File: config.mk
export PLATFORM = sky130hd
export DESIGN_NAME = alu_result_stage
export DESIGN_NICKNAME = d
export VERILOG_FILES = /design/src/rtl/alu_result_stage.sv
export SDC_FILE = /design/constraint.sdc
export NUM_CORES = 1
export LEC_CHECK = 0
export ABC_AREA = 1
export BUFFER_PORTS_ARGS = -buffer_cell sky130_fd_sc_hd__clkbuf_2
export CAP_MARGIN = 10
export CORE_ASPECT_RATIO = 0.75
export CORE_UTILIZATION = 50
export DETAILED_ROUTE_END_ITERATION = 16
export PLACE_DENSITY = 0.76
export SYNTH_ARGS = -nofsm -noshare
export SYNTH_HDL_FRONTEND = slang
export SYNTH_SLANG_ARGS = --single-unit
File: constraint.sdc
create_clock -name clk -period 3 [get_ports clk]
set_input_delay 0.6 -clock clk [delete_from_list [all_inputs] [get_ports clk]]
set_output_delay 0.6 -clock clk [all_outputs]
set_load 0.01 [all_outputs]
File: src/rtl/alu_result_stage.sv
// alu_result_stage: 2-entry FIFO buffering logic-unit results with zero/neg/parity flags and a pop counter.
module alu_result_stage #(
    parameter int WIDTH = 32
) (
    input  logic             clk,
    input  logic             rst,
    input  logic             in_valid,
    output logic             in_ready,
    input  logic [WIDTH-1:0] in_result,
    input  logic [1:0]       in_op,
    output logic             out_valid,
    input  logic             out_ready,
    output logic [WIDTH-1:0] out_result,
    output logic [1:0]       out_op,
    output logic             out_zero,
    output logic             out_neg,
    output logic             out_parity,
    output logic [15:0]      out_seq,
    output logic [1:0]       level
);
    typedef enum logic [1:0] {EMPTY = 2'd0, ONE = 2'd1, FULL = 2'd2} state_t;
    state_t state, next_state;
    logic [WIDTH-1:0] mem_result [2];
    logic [1:0]       mem_op [2];
    logic [2:0]       mem_flags [2];
    logic             wp, rp, push, pop;
    assign push = in_valid && in_ready && !rst;
    assign pop  = out_valid && out_ready;
    always_ff @(posedge clk) begin
        if (rst) begin
            state   <= EMPTY;
            wp      <= 1'b0;
            rp      <= 1'b0;
            out_seq <= 16'd0;
        end else begin
            state <= next_state;
            if (push) wp <= ~wp;
            if (pop) begin
                rp      <= ~rp;
                out_seq <= out_seq + 16'd1;
            end
        end
    end
    always_ff @(posedge clk) begin
        if (push) begin
            mem_result[wp] <= in_result;
            mem_op[wp]     <= in_op;
            mem_flags[wp]  <= {~|in_result, in_result[WIDTH-1], ^in_result};
        end
    end
    always_comb begin
        next_state = state;
        case (state)
            EMPTY:   next_state = push ? ONE : EMPTY;
            ONE:     next_state = (push && !pop) ? FULL : (pop && !push) ? EMPTY : ONE;
            default: next_state = pop ? ONE : FULL;
        endcase
    end
    always_comb begin
        in_ready   = (state != FULL) || rst;
        out_valid  = state != EMPTY;
        level      = state;
        out_result = out_valid ? mem_result[rp] : '0;
        out_op     = out_valid ? mem_op[rp] : 2'b00;
        out_zero   = out_valid && mem_flags[rp][2];
        out_neg    = out_valid && mem_flags[rp][1];
        out_parity = out_valid && mem_flags[rp][0];
    end
endmodule

* Yosys cells after proc, flatten, opt, wreduce, memory -nomap -nowiden
Memory sizes are Yosys's and may differ from the RTL's. A register that Yosys moved wholly into a read port is not among the register bits.
Index checks and enable logic that the tools add are counted.
** Operators by class
- Shift operators :: 0
- Multipliers :: 0
- Add/sub/neg operators :: 1
- Reductions and logical operators :: 17
- Bitwise operators :: 2
- Order comparisons :: 0
- Equality and inequality tests :: 2
- Multiplexer cells :: 15
- Divide/modulo/power cells :: 0
** Operators with widths (number)
- two-way mux 32 bit :: 1
- OR reduction 32 bit :: 1
- parity 32 bit :: 1
- adder 16 x 1 -> 16 bit (second input constant) :: 1
- two-way mux 1 bit :: 10
- logical AND 1 bit :: 8
- two-way mux 2 bit :: 3
- logical NOT 1 bit :: 4
- one-hot mux 2 bit (2 select lines) :: 1
- == test 2 x 1 -> 1 bit (second input constant) :: 1
- logical NOT 2 bit :: 1
- != test 2 bit (second input constant) :: 1
- inverter 1 bit :: 2
- nonzero test 2 bit :: 1
- logical OR 1 bit :: 1
** Storage, ports and cells
- RAM bits :: 74
- Memories kept :: 3
- Word-level logic and storage cells :: 44
- Memory bits (read-only) :: 0
- Bits in latches :: 0
- Output and inout port bits :: 57
- Register bits :: 20
** Memories
- mem_result :: depth 2, width 32, read ports 1, clocked after Yosys merged registers in 1, wr ports 1, RTL line 23 : logic [WIDTH-1:0] mem_result [2];
- mem_flags :: depth 2, width 3, read ports 1, clocked after Yosys merged registers in 1, wr ports 1, RTL line 25 : logic [2:0] mem_flags [2];
- mem_op :: depth 2, width 2, read ports 1, clocked after Yosys merged registers in 1, wr ports 1, RTL line 24 : logic [1:0] mem_op [2];

* Longest topological paths before layout
Gate-level depths: netlist of run 1.
- Word-level depth :: 9
- Gate-level depth with buffers :: 12
- Depth with buffers taken out :: 12

* Worst setup path before layout of run 1
No wires, ideal clock.
- Path kind :: input to register
- Start point :: input port rst
- End point :: memory mem_flags[1][0], enable pin
- Path slack :: 0.176 ns
- Data required time :: 2.569 ns
- Arrival :: 2.393 ns
- Buffers on the path :: 0
- Cell stages on the path :: 3
- Cell sequence :: inv_1 > nand3_1 > nor2_1
** Between the ends
- Cells in the longest elaborated chain, start to end :: 5
** Ends and longest elaborated chain
- from (decl) :: RTL line 6 : input logic rst,
- logical OR 1 bit :: RTL line 60 : in_ready = (state != FULL) || rst;
- logical AND 1 bit :: RTL line 27 : assign push = in_valid && in_ready && !rst;
- logical AND 1 bit (*) :: RTL line 27
- two-way mux 1 bit (*) :: RTL line 45 : if (push) begin
- two-way mux 1 bit (not written as such) (*) :: RTL line 48 : mem_flags[wp] <= {~|in_result, in_result[WIDTH-1], ^in_result};
- to (decl) :: RTL line 25
Mark *: on every way between the ends. The rest lies on a longest branch, timed or not.

* Worst setup path after layout of run 1
- Start point :: register state[1], in the netlist level[1]
- End point :: output port out_result[28]
** Between the ends
- Cells in the longest elaborated chain, start to end :: 2
** Ends and longest elaborated chain
- from (decl) :: RTL line 22 : state_t state, next_state;
- from (signal assigned) :: RTL line 36 : state <= next_state;
- nonzero test 2 bit :: RTL line 61 : out_valid = state != EMPTY;
- two-way mux 32 bit :: RTL line 63 : out_result = out_valid ? mem_result[rp] : '0;
- to (decl) :: RTL line 13 : output logic [WIDTH-1:0] out_result,
Every way passes these cells.

==> results list, run 1 <==
* Number of top-level pins: 95
- Worst-case headroom to the max-slew limit: 0.405
- Relative to the synthesized area, the layout overhead comes to 20.0%.
* Total wire length: 9430 um
- Synthesis handed over a netlist of 479 instances.
- For this design the static power due to leakage is 0.00245 uW.
* Worst slack, placed: 0.753 ns
- Leading post-synthesis cells by cell area: sky130_fd_sc_hd__edfxtp_1 49%, sky130_fd_sc_hd__nand2_1 13%, sky130_fd_sc_hd__dfxtp_1 9.5%
- Gates resized, CTS repair: 0
* Proportion of netlist area held by the largest area contributor: 0.488
- Top cell types by occurrence after synthesis: 154 x sky130_fd_sc_hd__nand2_1, 72 x sky130_fd_sc_hd__edfxtp_1, 62 x sky130_fd_sc_hd__inv_1
- Total nets after synthesis: 535
- The final count of hold timing violations came to 0.
* Clock tree from TritonCTS: yes
- Antenna violations before repair: 0
- Of all nets on the critical path, the largest fanout is 38.
- End of the worst register-to-register path: mem_result[0][4]
- Number of setup buffers added after CTS: 0
- Maximum number of buffers from clock root to sink: 2
* Detail-routed via count per cell: 5.05
- Prevailing post-synth register cell: sky130_fd_sc_hd__edfxtp_1
- The average instance in the mapped netlist occupies 9.25 um^2.
- STA classifies the critical path endpoint as an output port.
- Library cell occupying the most area in the post-synthesis netlist: sky130_fd_sc_hd__edfxtp_1
- Power spread over the standard cell area amounts to 544 nW/um^2.
* Share of post-route cells with drive strength above 1: 0.223
- Clock H-tree levels: 3
* Transition at the pin with the smallest max-transition slack: 0.891 ns
- The congestion estimate from routability-driven global placement came to 0.915.
- First-pass GRT wire length: 15300 um
* Worst hold path cell count: 1
- The floorplan step set the die height to 83.5 um.
* R2R Setup Slk: 1.03 ns
- Nature of the critical path startpoint: register
- Number of cells on the worst reg-to-reg path: 5
- The clock arrives with 0.00765 ns of skew.
- Entering global routing, the biggest net connects 39 pins.
* Remaining number of nets flagged by the antenna check after routing: 0
- Clock-pin slew was measured on the worst setup and hold paths at 0.07 ns.
* DIE WIDTH: 111 um
- Crit Path Category: register to output port
- Source of the worst hold timing path: rp
- Data on the critical path arrives at its endpoint at 1.76 ns.
- The min-delay analysis places its worst path in the category register to register.
- Dividing the detail-routed wire length by the instance count gives 13.6 um.
- # Max-Cap Violations: 0
- Fmax: 423 MHz
- Area of the mapped netlist: 4430 um^2
* Sinks on the clock net: 93
- Worst endpoint required time: 2.40 ns
* Global-route congestion overflow total: 0
* Area of the die: 9250 um^2
* Most common cell in the netlist: sky130_fd_sc_hd__nand2_1
- Counting flops and latches in the post-synthesis netlist gives 93.
* Post-layout worst setup margin: 0.636 ns
- The initial utilization of the core area, before any placement, comes to 0.520.
- The final max-slew violation count came to 0.
- Final period utilization: 0.788
- Total Nets Final: 635
- Subtracting the final worst setup slack from the clock period gives 2.36 ns.
* Synthesis Warnings: 0
- Cell chosen for the clock root: sky130_fd_sc_hd__clkbuf_16
- The repair_antennas step left the layout with diodes totalling 0.
- Accumulated negative setup slack: 0 ns
- Number of standard-cell rows in the floorplan: 29
- For this run, the register share of the synthesized area comes to 0.583.
- Number of buffers inserted by port buffering: 94
- Post-route DRC violation count: 0
* Hpwl dp: 6990 um
- Worst Hold Endpoint: rp
* Async SR Flop Fraction: 0
- After clock tree synthesis, the flow added hold-fix buffers numbering 0.
* Number of design-rule violations left by the first detailed-router iteration: 184
- Clock insertion delay at the later pin of the skew report: 0.34 ns
- Result of the run: finished clean
- Routed vias: 3492
- Core region area: 8530 um^2
- Number of different library cells in the post-synthesis netlist: 30
- In this run the critical register-to-register path is launched from level[0].
* Vias in the first global route: 3258
- Setup violations remaining at the end of the flow were counted as 0.
- Counting flops with a built-in enable in the synthesized netlist gives 72.
- For this run, the total global-route usage over all layers was measured as 0.211.
- TritonCTS created 9 clock buffers.
* Peak supply drop: 0.000320 V
- First drt pass iteration count: 6
- Setup repair after global routing left no endpoint under its margin.
==> through the flow <==
step           instances  instance area [um^2]   util  power (uW)  hold WS [ns]
2_1_floorplan        479                  4430      -        1750         0.431
3_3_place_gp         676                  5050  0.592        1880         0.443
3_5_place_dp         676                  5050  0.592        1900         0.449
4_1_cts              692                  5320  0.624        2920         0.447
5_1_grt              692                  5320  0.624        3020         0.455
6_report             692                  5320  0.624        2890         0.456
==> layout by cell type, fill, tap and decap left out, drive strengths merged <==
master,synthesis,layout
o21a,1,1
xnor2,5,5
inv,64,64
edfxtp,72,72
clkinvlp,0,2
nor4,1,1
o21ai,8,8
dfxtp,21,21
xor2,7,7
clkbuf,2,105
a21oi,47,47
ha,18,18
nand3,9,9
nand4,8,8
clkinv,1,4
buf,12,9
nor3,4,4
nand2,157,157
nor2,42,42
==> worst max-delay path, stage by stage, from the launching register on <==
cell and delay, ns:
sky130_fd_sc_hd__dfxtp_1 0.39, sky130_fd_sc_hd__nor2_4 0.70, sky130_fd_sc_hd__a21oi_1 0.14, sky130_fd_sc_hd__clkbuf_2 0.18
==> final cells by class <==
class / count / area [um^2]
fillers: 713 / 3210
flip-flops and latches: 93 / 2580
multi-input cells: 307 / 1550
repair buffers: 103 / 538
inverters: 65 / 244
clock buffers: 11 / 233
well taps: 108 / 135
clock inverters: 5 / 37.5
==> per-layer routing <==
layer | routed length (um) | vias to the layer above | track usage
met5 | 0 | - | 0
met4 | 179 | 0 | 0.0836
met3 | 490 | 14 | 0.0494
met2 | 4180 | 115 | 0.312
met1 | 4580 | 1610 | 0.302
li1 | - | 1753 | -
==> power breakdown <==
group | total (uW) | leakage (uW) | switching [uW] | internal [uW]
Clock | 1030 | 0.000126 | 462 | 563
Sequential | 1460 | 0.000829 | 19.5 | 1440
Combinational | 412 | 0.00149 | 263 | 149
==> cells by family (layout without fill, tap and decap cells) <==
family | Yosys count | count (layout) | share of synthesized area
adder cells (fa/ha/maj) | 18 | 18 | 0.0508
AND/OR/NAND/NOR | 221 | 221 | 0.206
XOR/XNOR | 12 | 12 | 0.0237
buffers and inverters | 79 | 184 | 0.0720
flip-flops | 93 | 93 | 0.583
AO/OA/AOI/OAI | 56 | 56 | 0.0646
==> sequential cells by signal, indices dropped and copies added, names as in the netlist, named ones only <==
signal	count
rp	1
out_seq	16
wp	1
mem_op	4
mem_flags	6
level	2
mem_result	62
==> worst max path at each step <==
| stage | start | endpoint | slack [ns] | depth (start not counted) |
|---|---|---|---|---|
| floorplan | rst | mem_flags[1][0] | 0.18 | 3 |
| global route | level[1] | out_result[31] | 0.48 | 3 |
| global placement | rst | mem_result[0][6] | 0.83 | 5 |
| CTS | level[1] | out_result[31] | 0.58 | 3 |
| finish | level[1] | out_result[28] | 0.64 | 3 |
| detailed placement | rst | mem_result[0][6] | 0.75 | 5 |
Power figures use the tool's default switching activity.
==> run 2, diff against run 1 <==
- ABC_AREA: 1 -> 0
- CORE_UTILIZATION: 50 -> 48
- PLACE_DENSITY: 0.76 -> 0.77
- clock period: 3 -> 2.05 ns (I/O delays scaled with it)
==> run 2 against run 1 <==
Against the previous run: die area decreased by 3.0%; register-to-register slack got worse by 0.86 ns; worst hold slack lost 0.19 ns; critical path type is now register to register; critical endpoint is now level[0]; largest cell class unchanged.
==> results list, run 2 <==
- The number of global-route vias before repair was 2473.
* Category of the worst setup path capture point: register
- Arrival time reported for the critical path endpoint: 2.09 ns
* Top cell types by occurrence after synthesis: 72 x sky130_fd_sc_hd__edfxtp_1, 50 x sky130_fd_sc_hd__nor2_1, 36 x sky130_fd_sc_hd__mux2i_1
- The library cell used most frequently in the layout, excluding fill and tap cells, is sky130_fd_sc_hd__clkbuf_2.
* Cell chosen for the clock root: sky130_fd_sc_hd__clkbuf_16
- The initial antenna violation count is 0.
- Hpwl dp: 5460 um
- Area added between synthesis and finish: 23.6%
- For this design the static power due to leakage is 0.00213 uW.
- Total power: 4370 uW
* Peak supply drop: 0.000593 V
* Clock tree from TritonCTS: yes
* Number of buffers inserted by port buffering: 94
- Most common cell in the netlist: sky130_fd_sc_hd__edfxtp_1
- Wires add up to 7980 um.
- Routed vias: 2653
* Cell count after synthesis: 323
- Worst endpoint required time: 2.26 ns
* Share of post-route cells with drive strength above 1: 0.294
- The repair_antennas step left the layout with diodes totalling 0.
- After the flow finishes, the layout carries non-filler instances totaling 537.
- Setup repair after global routing left no endpoint under its margin.
- Fmax: 532 MHz
- Clock transition time at the flip-flop clock pins of the worst setup and hold paths: 0.06 ns
* CTS buffer count: 9
* Final RePlAce weighted congestion: 0.796
- After synthesis the cells add up to 4120 um^2.
- Cell Count Post-Placement: 520
- Number of design-rule violations left by the first detailed-router iteration: 127
* Proportion of netlist area held by the largest area contributor: 0.524
- For this run, the total global-route usage over all layers was measured as 0.186.
* Most frequent cells in the layout: 94 x sky130_fd_sc_hd__clkbuf_2, 72 x sky130_fd_sc_hd__edfxtp_1, 49 x sky130_fd_sc_hd__nor2_1
* Height of the die: 82.3 um
* Crit Path Category: register to register
- The total overflow left after global routing is 0.
- For this run, the register share of the synthesized area comes to 0.626.
- In the final design database the tool counted 483 nets.
- Mapped Avg Cell Area: 12.8 um^2
- Of the available clock period, the critical path in the final layout requires 0.916.
- STA classifies the critical path startpoint as a register.
* Prevailing post-synth register cell: sky130_fd_sc_hd__edfxtp_1
* Number of different library cells in the post-synthesis netlist: 33
- Worst Clk Skew: 0.00779 ns
* Async SR Flop Fraction: 0
* Starting density of the core: 0.510
- Number of hold buffers added after CTS: 0
- Clock H-tree levels: 3
* Fin Hold WS: 0.265 ns
- Maximum number of buffers from clock root to sink: 2
- Buffers added to address setup during post-CTS repair amount to 0.
* First drt pass iteration count: 4
* CP Max Fanout: 3
- Sinks on the clock net: 93
- Routed wirelength normalized by instance count: 14.9 um
- Hold Vio Cnt, Final: 0
- Number of synthesized flops with an enable pin: 72
- Transition at the pin with the smallest max-transition slack: 0.586 ns
- The routed design could run at a clock period as short as 1.88 ns.
- 95 I/O pins were placed.
- Remaining number of nets flagged by the antenna check after routing: 0
- # Max-Cap Violations: 0
* Post-route DRC violation count: 0
- After synthesis, the cell types taking the most area are sky130_fd_sc_hd__edfxtp_1 52%, sky130_fd_sc_hd__dfxtp_1 10%, sky130_fd_sc_hd__mux2i_1 8.7%.
* First-pass GRT wire length: 12200 um
- Measured along the x axis, the die boundary spans 109 um.
* PD cells: 856 nW/um^2
- The clock reaches the later pin of the worst-skew pair after 0.33 ns.
- Setup violations remaining at the end of the flow were counted as 0.
* Area of the die: 8970 um^2
* Pin count of the biggest net entering global routing: 37
- Library cell occupying the most area in the post-synthesis netlist: sky130_fd_sc_hd__edfxtp_1
- Gates resized, CTS repair: 0
* Number of max-slew violations in the final report: 0
* Result of the run: finished clean
- Counting flops and latches in the post-synthesis netlist gives 93.
* Synthesis Warnings: 0
- The min-delay analysis places its worst path in the category input pin to register.
* Worst-case headroom to the max-slew limit: 0.609
- In the final layout, the registers with the most flip-flops are mem_result (62), out_seq (16), mem_flags (6).
* Core region area: 8090 um^2
* Number of standard-cell rows in the floorplan: 28
* Max FFs per register: 62
* Total nets after synthesis: 379
* Detail-routed via count per cell: 4.94
* Reg with most FFs: mem_result
run 2: cell types whose count changed in the layout (fill, tap and decap cells not counted), sizes merged, moves of 4 or more:
cell   previous run  this run
nand2           157         5
mux2i             0        36
xnor2             5        15
a21oi            47         7
nor2             42        50
inv              64        34
xor2              7        12
o21ai             8         2
nor3              4         0
run 2: logic make-up after synthesis:
family / count (synthesis) / synth area share
compound gates: 14 / 0.0209
xor+xnor: 27 / 0.0573
fa+ha+maj: 18 / 0.0546
buf+inv: 46 / 0.0446
flops: 93 / 0.626
mux: 36 / 0.0874
simple gates: 89 / 0.109
run 2: worst paths after layout:
kind | slack (ns) | cells after the start | endpoint | startpoint
hold / removal | 0.26 | 1 | mem_op[1][0] | in_op[0]
setup reg to reg | 0.17 | 6 | level[0] | level[1]
setup / recovery | 0.17 | 6 | level[0] | level[1]
hold reg to reg | 0.48 | 2 | out_seq[15] | out_seq[15]
run 2: cell type report:
type | count | area, um^2
tap | 105 | 131
fill | 646 | 3000
multi-input combinational | 185 | 1390
clock buffer | 10 | 229
timing repair buffer | 104 | 574
inverter | 34 | 128
sequential | 93 | 2580
clock inverter | 6 | 63.8
run 2: report_power, final:
part / internal, uW / switching, uW / leakage [uW]
combinational: 271 / 337 / 0.00116
clock: 943 / 664 / 0.000140
sequential: 2130 / 23.2 / 0.000831
total: 3340 / 1020 / 0.00213
run 2: metrics by stage:
step / utilization / TNS (ns) / area (um^2) / setup slack [ns]
after floorplan: - / 0 / 4130 / 0.142
after global placement: 0.592 / -1.69 / 4790 / -0.0488
after detailed placement: 0.592 / -3.37 / 4790 / -0.0963
after CTS: 0.628 / 0 / 5080 / 0.0515
after global routing: 0.630 / 0 / 5100 / 0.0398
final: 0.630 / 0 / 5100 / 0.172
run 2: routing by layer:
metal	vias to the layer above	GRT usage	part of all wire
met4	0	0.0608	0.011
met1	1237	0.259	0.47
met3	8	0.0589	0.056
met2	67	0.276	0.47
li1	1341	-	-
met5	-	0	0
run 2: critical path, stage by stage (launching register included):
cell and delay [ns]:
sky130_fd_sc_hd__dfxtp_1 0.34, sky130_fd_sc_hd__or3b_2 0.46, sky130_fd_sc_hd__and3b_1 0.24, sky130_fd_sc_hd__buf_4 0.15
sky130_fd_sc_hd__ha_1 0.26, sky130_fd_sc_hd__a211oi_1 0.23, sky130_fd_sc_hd__nor3b_1 0.08
